### src/rtl/seg7_pkg.sv
// Shared constants for the 4-digit seven-segment scanner: active-low
// segment patterns in {g,f,e,d,c,b,a} order and the all-off anode word.
package seg7_pkg;

  localparam int NUM_DIGITS = 4;

  localparam logic [6:0] SEG_0    = 7'b1000000;
  localparam logic [6:0] SEG_1    = 7'b1111001;
  localparam logic [6:0] SEG_2    = 7'b0100100;
  localparam logic [6:0] SEG_3    = 7'b0110000;
  localparam logic [6:0] SEG_4    = 7'b0011001;
  localparam logic [6:0] SEG_5    = 7'b0010010;
  localparam logic [6:0] SEG_6    = 7'b0000010;
  localparam logic [6:0] SEG_7    = 7'b1111000;
  localparam logic [6:0] SEG_8    = 7'b0000000;
  localparam logic [6:0] SEG_9    = 7'b0010000;
  localparam logic [6:0] SEG_DASH = 7'b0111111;
  localparam logic [6:0] SEG_OFF  = 7'b1111111;

  localparam logic [3:0] ANODES_OFF = 4'b1111;

endpackage

### src/rtl/seg7_decode.sv
// Combinational BCD to active-low seven-segment decoder; non-BCD codes
// (10-15) render as a dash so bad upstream data is visible on the board.
module seg7_decode
  import seg7_pkg::*;
(
  input  logic [3:0] bcd,
  output logic [6:0] seg
);

  always_comb begin
    seg = SEG_DASH;
    case (bcd)
      4'd0:    seg = SEG_0;
      4'd1:    seg = SEG_1;
      4'd2:    seg = SEG_2;
      4'd3:    seg = SEG_3;
      4'd4:    seg = SEG_4;
      4'd5:    seg = SEG_5;
      4'd6:    seg = SEG_6;
      4'd7:    seg = SEG_7;
      4'd8:    seg = SEG_8;
      4'd9:    seg = SEG_9;
      default: seg = SEG_DASH;
    endcase
  end

endmodule

### src/rtl/seg7_scan_4digit.sv
// Time-multiplexed driver for a 4-digit common-anode display with shadowed
// digits, guard-off cycles per slot, leading-zero blanking and decimal point.
module seg7_scan_4digit
  import seg7_pkg::*;
#(
  parameter int PRESCALE = 100000,
  parameter int GUARD    = 2
) (
  input  logic       clk,
  input  logic       rst_n,
  input  logic [3:0] bcd0,
  input  logic [3:0] bcd1,
  input  logic [3:0] bcd2,
  input  logic [3:0] bcd3,
  input  logic       load,
  input  logic       dp_en,
  input  logic [1:0] dp_pos,
  input  logic       blank_lz,
  output logic [3:0] an,
  output logic [6:0] seg,
  output logic       dp
);

  localparam int CNT_W = (PRESCALE > 1) ? $clog2(PRESCALE) : 1;
  localparam logic [CNT_W-1:0] CNT_LAST = CNT_W'(PRESCALE - 1);
  localparam logic [CNT_W-1:0] GUARD_C  = CNT_W'(GUARD);

  logic [NUM_DIGITS-1:0][3:0] dig_q, dig_d;
  logic                       dp_en_q, dp_en_d;
  logic [1:0]                 dp_pos_q, dp_pos_d;
  logic                       blank_lz_q, blank_lz_d;
  logic [CNT_W-1:0]           cnt_q, cnt_d;
  logic [1:0]                 idx_q, idx_d;
  logic [3:0]                 an_q, an_d;
  logic [6:0]                 seg_q, seg_d;
  logic                       dp_q, dp_d;

  logic [6:0]            dec_seg;
  logic [NUM_DIGITS-1:0] blank;
  logic                  zeros_above;

  seg7_decode u_decode (
    .bcd (dig_q[idx_q]),
    .seg (dec_seg)
  );

  always_comb begin
    dig_d      = dig_q;
    dp_en_d    = dp_en_q;
    dp_pos_d   = dp_pos_q;
    blank_lz_d = blank_lz_q;
    if (load) begin
      dig_d      = {bcd3, bcd2, bcd1, bcd0};
      dp_en_d    = dp_en;
      dp_pos_d   = dp_pos;
      blank_lz_d = blank_lz;
    end
  end

  always_comb begin
    cnt_d = cnt_q + CNT_W'(1);
    idx_d = idx_q;
    if (cnt_q == CNT_LAST) begin
      cnt_d = '0;
      idx_d = idx_q + 2'd1;
    end
  end

  // Walk from the most significant digit down so each digit knows whether
  // it and everything to its left is zero; the DP position shields digits.
  always_comb begin
    blank       = '0;
    zeros_above = 1'b1;
    for (int k = NUM_DIGITS - 1; k >= 0; k--) begin
      zeros_above = zeros_above & (dig_q[k] == 4'd0);
      blank[k]    = (k != 0) && blank_lz_q && zeros_above &&
                    !(dp_en_q && (dp_pos_q >= 2'(k)));
    end
  end

  always_comb begin
    an_d  = ANODES_OFF;
    seg_d = SEG_OFF;
    dp_d  = 1'b1;
    if (cnt_q >= GUARD_C) begin
      an_d = ~(4'b0001 << idx_q);
      if (!blank[idx_q]) begin
        seg_d = dec_seg;
        dp_d  = ~(dp_en_q && (dp_pos_q == idx_q));
      end
    end
  end

  always_ff @(posedge clk or negedge rst_n) begin
    if (!rst_n) begin
      dig_q      <= '0;
      dp_en_q    <= 1'b0;
      dp_pos_q   <= 2'd0;
      blank_lz_q <= 1'b0;
      cnt_q      <= '0;
      idx_q      <= 2'd0;
      an_q       <= ANODES_OFF;
      seg_q      <= SEG_OFF;
      dp_q       <= 1'b1;
    end else begin
      dig_q      <= dig_d;
      dp_en_q    <= dp_en_d;
      dp_pos_q   <= dp_pos_d;
      blank_lz_q <= blank_lz_d;
      cnt_q      <= cnt_d;
      idx_q      <= idx_d;
      an_q       <= an_d;
      seg_q      <= seg_d;
      dp_q       <= dp_d;
    end
  end

  assign an  = an_q;
  assign seg = seg_q;
  assign dp  = dp_q;

endmodule

### config.mk
export PLATFORM = sky130hd
export DESIGN_NAME = seg7_scan_4digit
export DESIGN_NICKNAME = d
export VERILOG_FILES = /design/src/rtl/seg7_pkg.sv /design/src/rtl/seg7_decode.sv /design/src/rtl/seg7_scan_4digit.sv
export SDC_FILE = /design/constraint.sdc
export NUM_CORES = 1
export LEC_CHECK = 0
export CORE_ASPECT_RATIO = 0.6
export CORE_MARGIN = 2
export CORE_UTILIZATION = 62
export CTS_BUF_LIST = sky130_fd_sc_hd__clkbuf_16
export CTS_CLUSTER_DIAMETER = 80
export CTS_CLUSTER_SIZE = 28
export DETAILED_ROUTE_END_ITERATION = 8
export DONT_BUFFER_PORTS = 1
export GPL_ROUTABILITY_DRIVEN = 0
export PLACE_DENSITY = 0.78
export SLEW_MARGIN = 25
export SYNTH_ARGS = -nofsm -noshare
export SYNTH_HDL_FRONTEND = slang
export SYNTH_SLANG_ARGS = --single-unit
export TNS_END_PERCENT = 1
### constraint.sdc
create_clock -name clk -period 3.95 [get_ports clk]
set_input_delay 0.79 -clock clk [delete_from_list [all_inputs] [get_ports clk]]
set_output_delay 0.79 -clock clk [all_outputs]
set_load 0.02 [all_outputs]
==> metrics.md <==
| Metric | Value |
|---|---|
| Status | finished, final reports clean |
| Area growth syn-to-layout | 6.99% |
| Initial core utilization | 66.0% |
| Fillers | 247 |
| Final antenna diode count | 0 |
| Crit path DAT | roughly 2.6 ns |
| Die area | 4520 um^2 |
| Fin util | 70.6% |
| Smallest setup slack after layout | between 1.5 and 2 ns |
| Via Count | around 1600 |
| Top FF cell, synth | dfrtp_1 |
| Iteration-0 DRC Markers | 69 |
| Async SR Flop Fraction | between 90% and 100% |
| # port buffers | 0 |
| Total setup buffers inserted after CTS | 0 |
| Crit path largest cell delay | between 0.7 and 0.8 ns |
| Final period util | around three fifths |
| Crit start category | flop |
| Crit path max-delay family | multiplexers |
| Pwr/cell area | ~420 nW/um^2 |
| Yosys reg bits | a little over 50 |
| Maximum vdd drop | approximately 0.36 mV |
| Max-slew headroom | between 60% and 70% |
| Yosys warns | 0 |
| Placed Area | roughly 2500 um^2 |
| Slowest CP cell | mux4_1 |
| Post-layout nets | ~240 |
| Sequential fraction of the synthesis area | 52.3% |
| HP Class | in2async |
| Initial antenna violation count | 0 |
| Detailed Place HPWL | ~3400 um |
| Setup Viol. Count Final | 0 |
| Hold slack final | 0.193 ns |
| Final ANT Viol Nets | 0 |
| Synthesized area | around 2500 um^2 |
| RSZ-0062 raised after global routing | false |
| I/O pin count | 35 |
| Unique masters post-synth | 39 |
| Grt met3 use | 7.02% |
| CTS max path bufs | 2 |
| CP Data Required Time | 4.14 ns |
| Congestion Overflow GR | 0 |
| Met2 Resource Use GR | 40.1% |
| Minimum clock period after layout | around 2.4 ns |
| Vias in the first global route | around 1600 |
| Fin Setup TNS | 0 ns |
| Kind of critical path | reg2reg |
| Cell count after synthesis | approximately 200 |
| Core Footprint | ~3700 um^2 |
| Root buffer cell | clkbuf_16 |
| Die Ht | roughly 53 um |
| Max Cap Viol | 0 |
| Worst-Skew Late Latency | 0.29 ns |
| Resized cells post-CTS | 0 |
| Met1 Use GR | about a third |
| First-pass GRT wire length | 8080 um |
| Clock-pin slew on the worst setup and hold paths | about 0.07 ns |
| Clk sinks | 51 |
| CTS tree | built |
| Fin. Hold Viols | 0 |
| Layout cell share with drive strength beyond 1 | about a quarter |
| Worst Setup End Kind | flop |
| CTS Hold Bufs | 0 |
| # rows | 17 |
| CP Max Fanout | 12 |
| H-tree Lvls | 2 |
| Detailed Routing Iterations Pass 1 | 5 |
| Width of the die | approximately 86 um |
| GRT busiest layer | met2 |
| Worst Max-Slew Pin Slew | between 0.5 and 0.6 ns |
| Routed len/inst | ~19 um |
| DR DRC count | 0 |
| Synthesized Nets | 237 |
| LEAKAGE | 0.00116 uW |
| WP buf/inv | 1 |
| CTS Buf Count | 5 |
| DR vias/cell | approximately 6.3 |
| Dpl ws | about 1.6 ns |
| Mean post-synth cell area | around 12 um^2 |
| CP cell instances | mux4_1 > inv_1 > ha_1 > nor3_1 > o41ai_2 > nand3_1 |
| Final max-slew violation count | 0 |
| Largest net degree at the start of global routing | 52 |
| GRT Resource Usage Total | between 20% and 30% |
| Routed WL | approximately 4800 um |
| Finished Cell Area | 2640 um^2 |
| EDFF count, synth | 0 |
| Skew final | approximately 0.0060 ns |
| Maximum clock frequency | 421 MHz |
-- cell families after synthesis --
group | Yosys count | share of synthesized area [%]
AOI/OAI and AO/OA | 13 | 4.30
xor gates and xnor gates | 16 | 5.67
adders and majority gates | 11 | 5.57
buffers and inverters | 15 | 2.63
DFF | 51 | 52.3
muxes | 28 | 14.6
and+or+nand+nor | 69 | 15.0
-- through the flow --
stage / instances / power (uW)
3_3_place_gp: 244 / 687
3_5_place_dp: 244 / 693
5_1_grt: 252 / 1140
2_1_floorplan: 203 / 674
4_1_cts: 252 / 1110
6_report: 252 / 1100
-- cell usage after synthesis (2+ instances only) --
cell | count | area share, %
and4_1 | 2 | 0.71
nand2_1 | 14 | 2.1
nor4_1 | 6 | 1.5
xnor2_1 | 7 | 2.5
nor2_1 | 14 | 2.1
o21ai_0 | 4 | 0.81
dfstp_2 | 12 | 13
nand3_1 | 8 | 1.6
xor2_1 | 9 | 3.2
inv_1 | 9 | 1.4
mux2_2 | 20 | 9.1
mux2i_1 | 3 | 1.2
nand4_1 | 8 | 2.0
and3_1 | 2 | 0.51
nor3_1 | 5 | 1.0
nand3b_1 | 2 | 0.61
nand4b_1 | 2 | 0.71
clkbuf_1 | 4 | 0.61
mux4_2 | 3 | 2.7
nor2b_1 | 2 | 0.51
dfrtp_1 | 39 | 39
ha_1 | 11 | 5.6
-- worst register-to-register path, stage by stage, from the launching register on --
cell and delay [ns]:
dfrtp_1 0.66, mux4_1 0.71, inv_1 0.16, ha_1 0.22, nor3_1 0.09, o41ai_2 0.34, nand3_1 0.11
-- where the power goes --
| group | total (uW) | internal (uW) | switching (uW) | leakage, uW |
|---|---|---|---|---|
| registers | 606 | 566 | 40.2 | 0.000611 |
| clock network | 418 | 233 | 185 | 0.0000658 |
| logic | 79.7 | 44.2 | 35.5 | 0.000481 |
| total | 1100 | 844 | 260 | 0.00116 |
-- path summary, 6_finish.rpt --
kind	from	to	slack [ns]	depth (start not counted)
hold / removal	rst_n	dig_q[14]	0.19	0
setup reg to reg	idx_q[0]	seg[4]	1.58	6
setup / recovery	idx_q[0]	seg[4]	1.58	6
min in group clk	dp_en_q	dp	0.46	1
hold reg to reg	dp_en_q	dp	0.46	1
max in group asynchronous	rst_n	seg[3]	3.57	0
-- cell usage in the layout, fill, tap and decap left out, types with 2 or more instances in the layout --
| master | netlist | final |
|---|---|---|
| o21ai_0 | 4 | 4 |
| clkinvlp_4 | 0 | 2 |
| nand4b_1 | 2 | 2 |
| dfrtp_1 | 39 | 39 |
| xnor2_1 | 7 | 7 |
| xor2_1 | 9 | 9 |
| nand2_1 | 14 | 14 |
| nor4_1 | 6 | 6 |
| inv_1 | 9 | 9 |
| and4_1 | 2 | 2 |
| nor2b_1 | 2 | 2 |
| nand3_1 | 8 | 8 |
| nand3b_1 | 2 | 2 |
| ha_1 | 11 | 11 |
| mux2_2 | 20 | 20 |
| mux2i_1 | 3 | 3 |
| and3_1 | 2 | 2 |
| mux4_2 | 3 | 3 |
| clkbuf_16 | 0 | 5 |
| dfstp_2 | 12 | 12 |
| nor3_1 | 5 | 5 |
| nor2_1 | 14 | 14 |
| nand4_1 | 8 | 8 |
-- per-layer routing --
metal	share of wire (%)	vias to the layer above
met5	0	-
met4	1.9	0
met3	6.3	13
met2	45	56
met1	46	781
li1	-	726
-- flip-flops by register name, summed over array words and instances (netlist names) --
signal / cells
an: 4
blank_lz_q: 1
cnt_q: 17
dig_q: 16
dp: 1
dp_en_q: 1
dp_pos_q: 2
idx_q: 2
seg: 7
-- cell type report --
| class | count | area, um^2 | area share (%) |
|---|---|---|---|
| sequential | 51 | 1290 | 48.8 |
| clock buffer | 5 | 125 | 4.73 |
| clock inverter | 3 | 20.0 | 0.757 |
| multi-input combinational | 137 | 1110 | 42.2 |
| tap | 47 | 58.8 | 2.22 |
| inverter | 9 | 33.8 | 1.28 |
(Power assumes the default switching activity.)
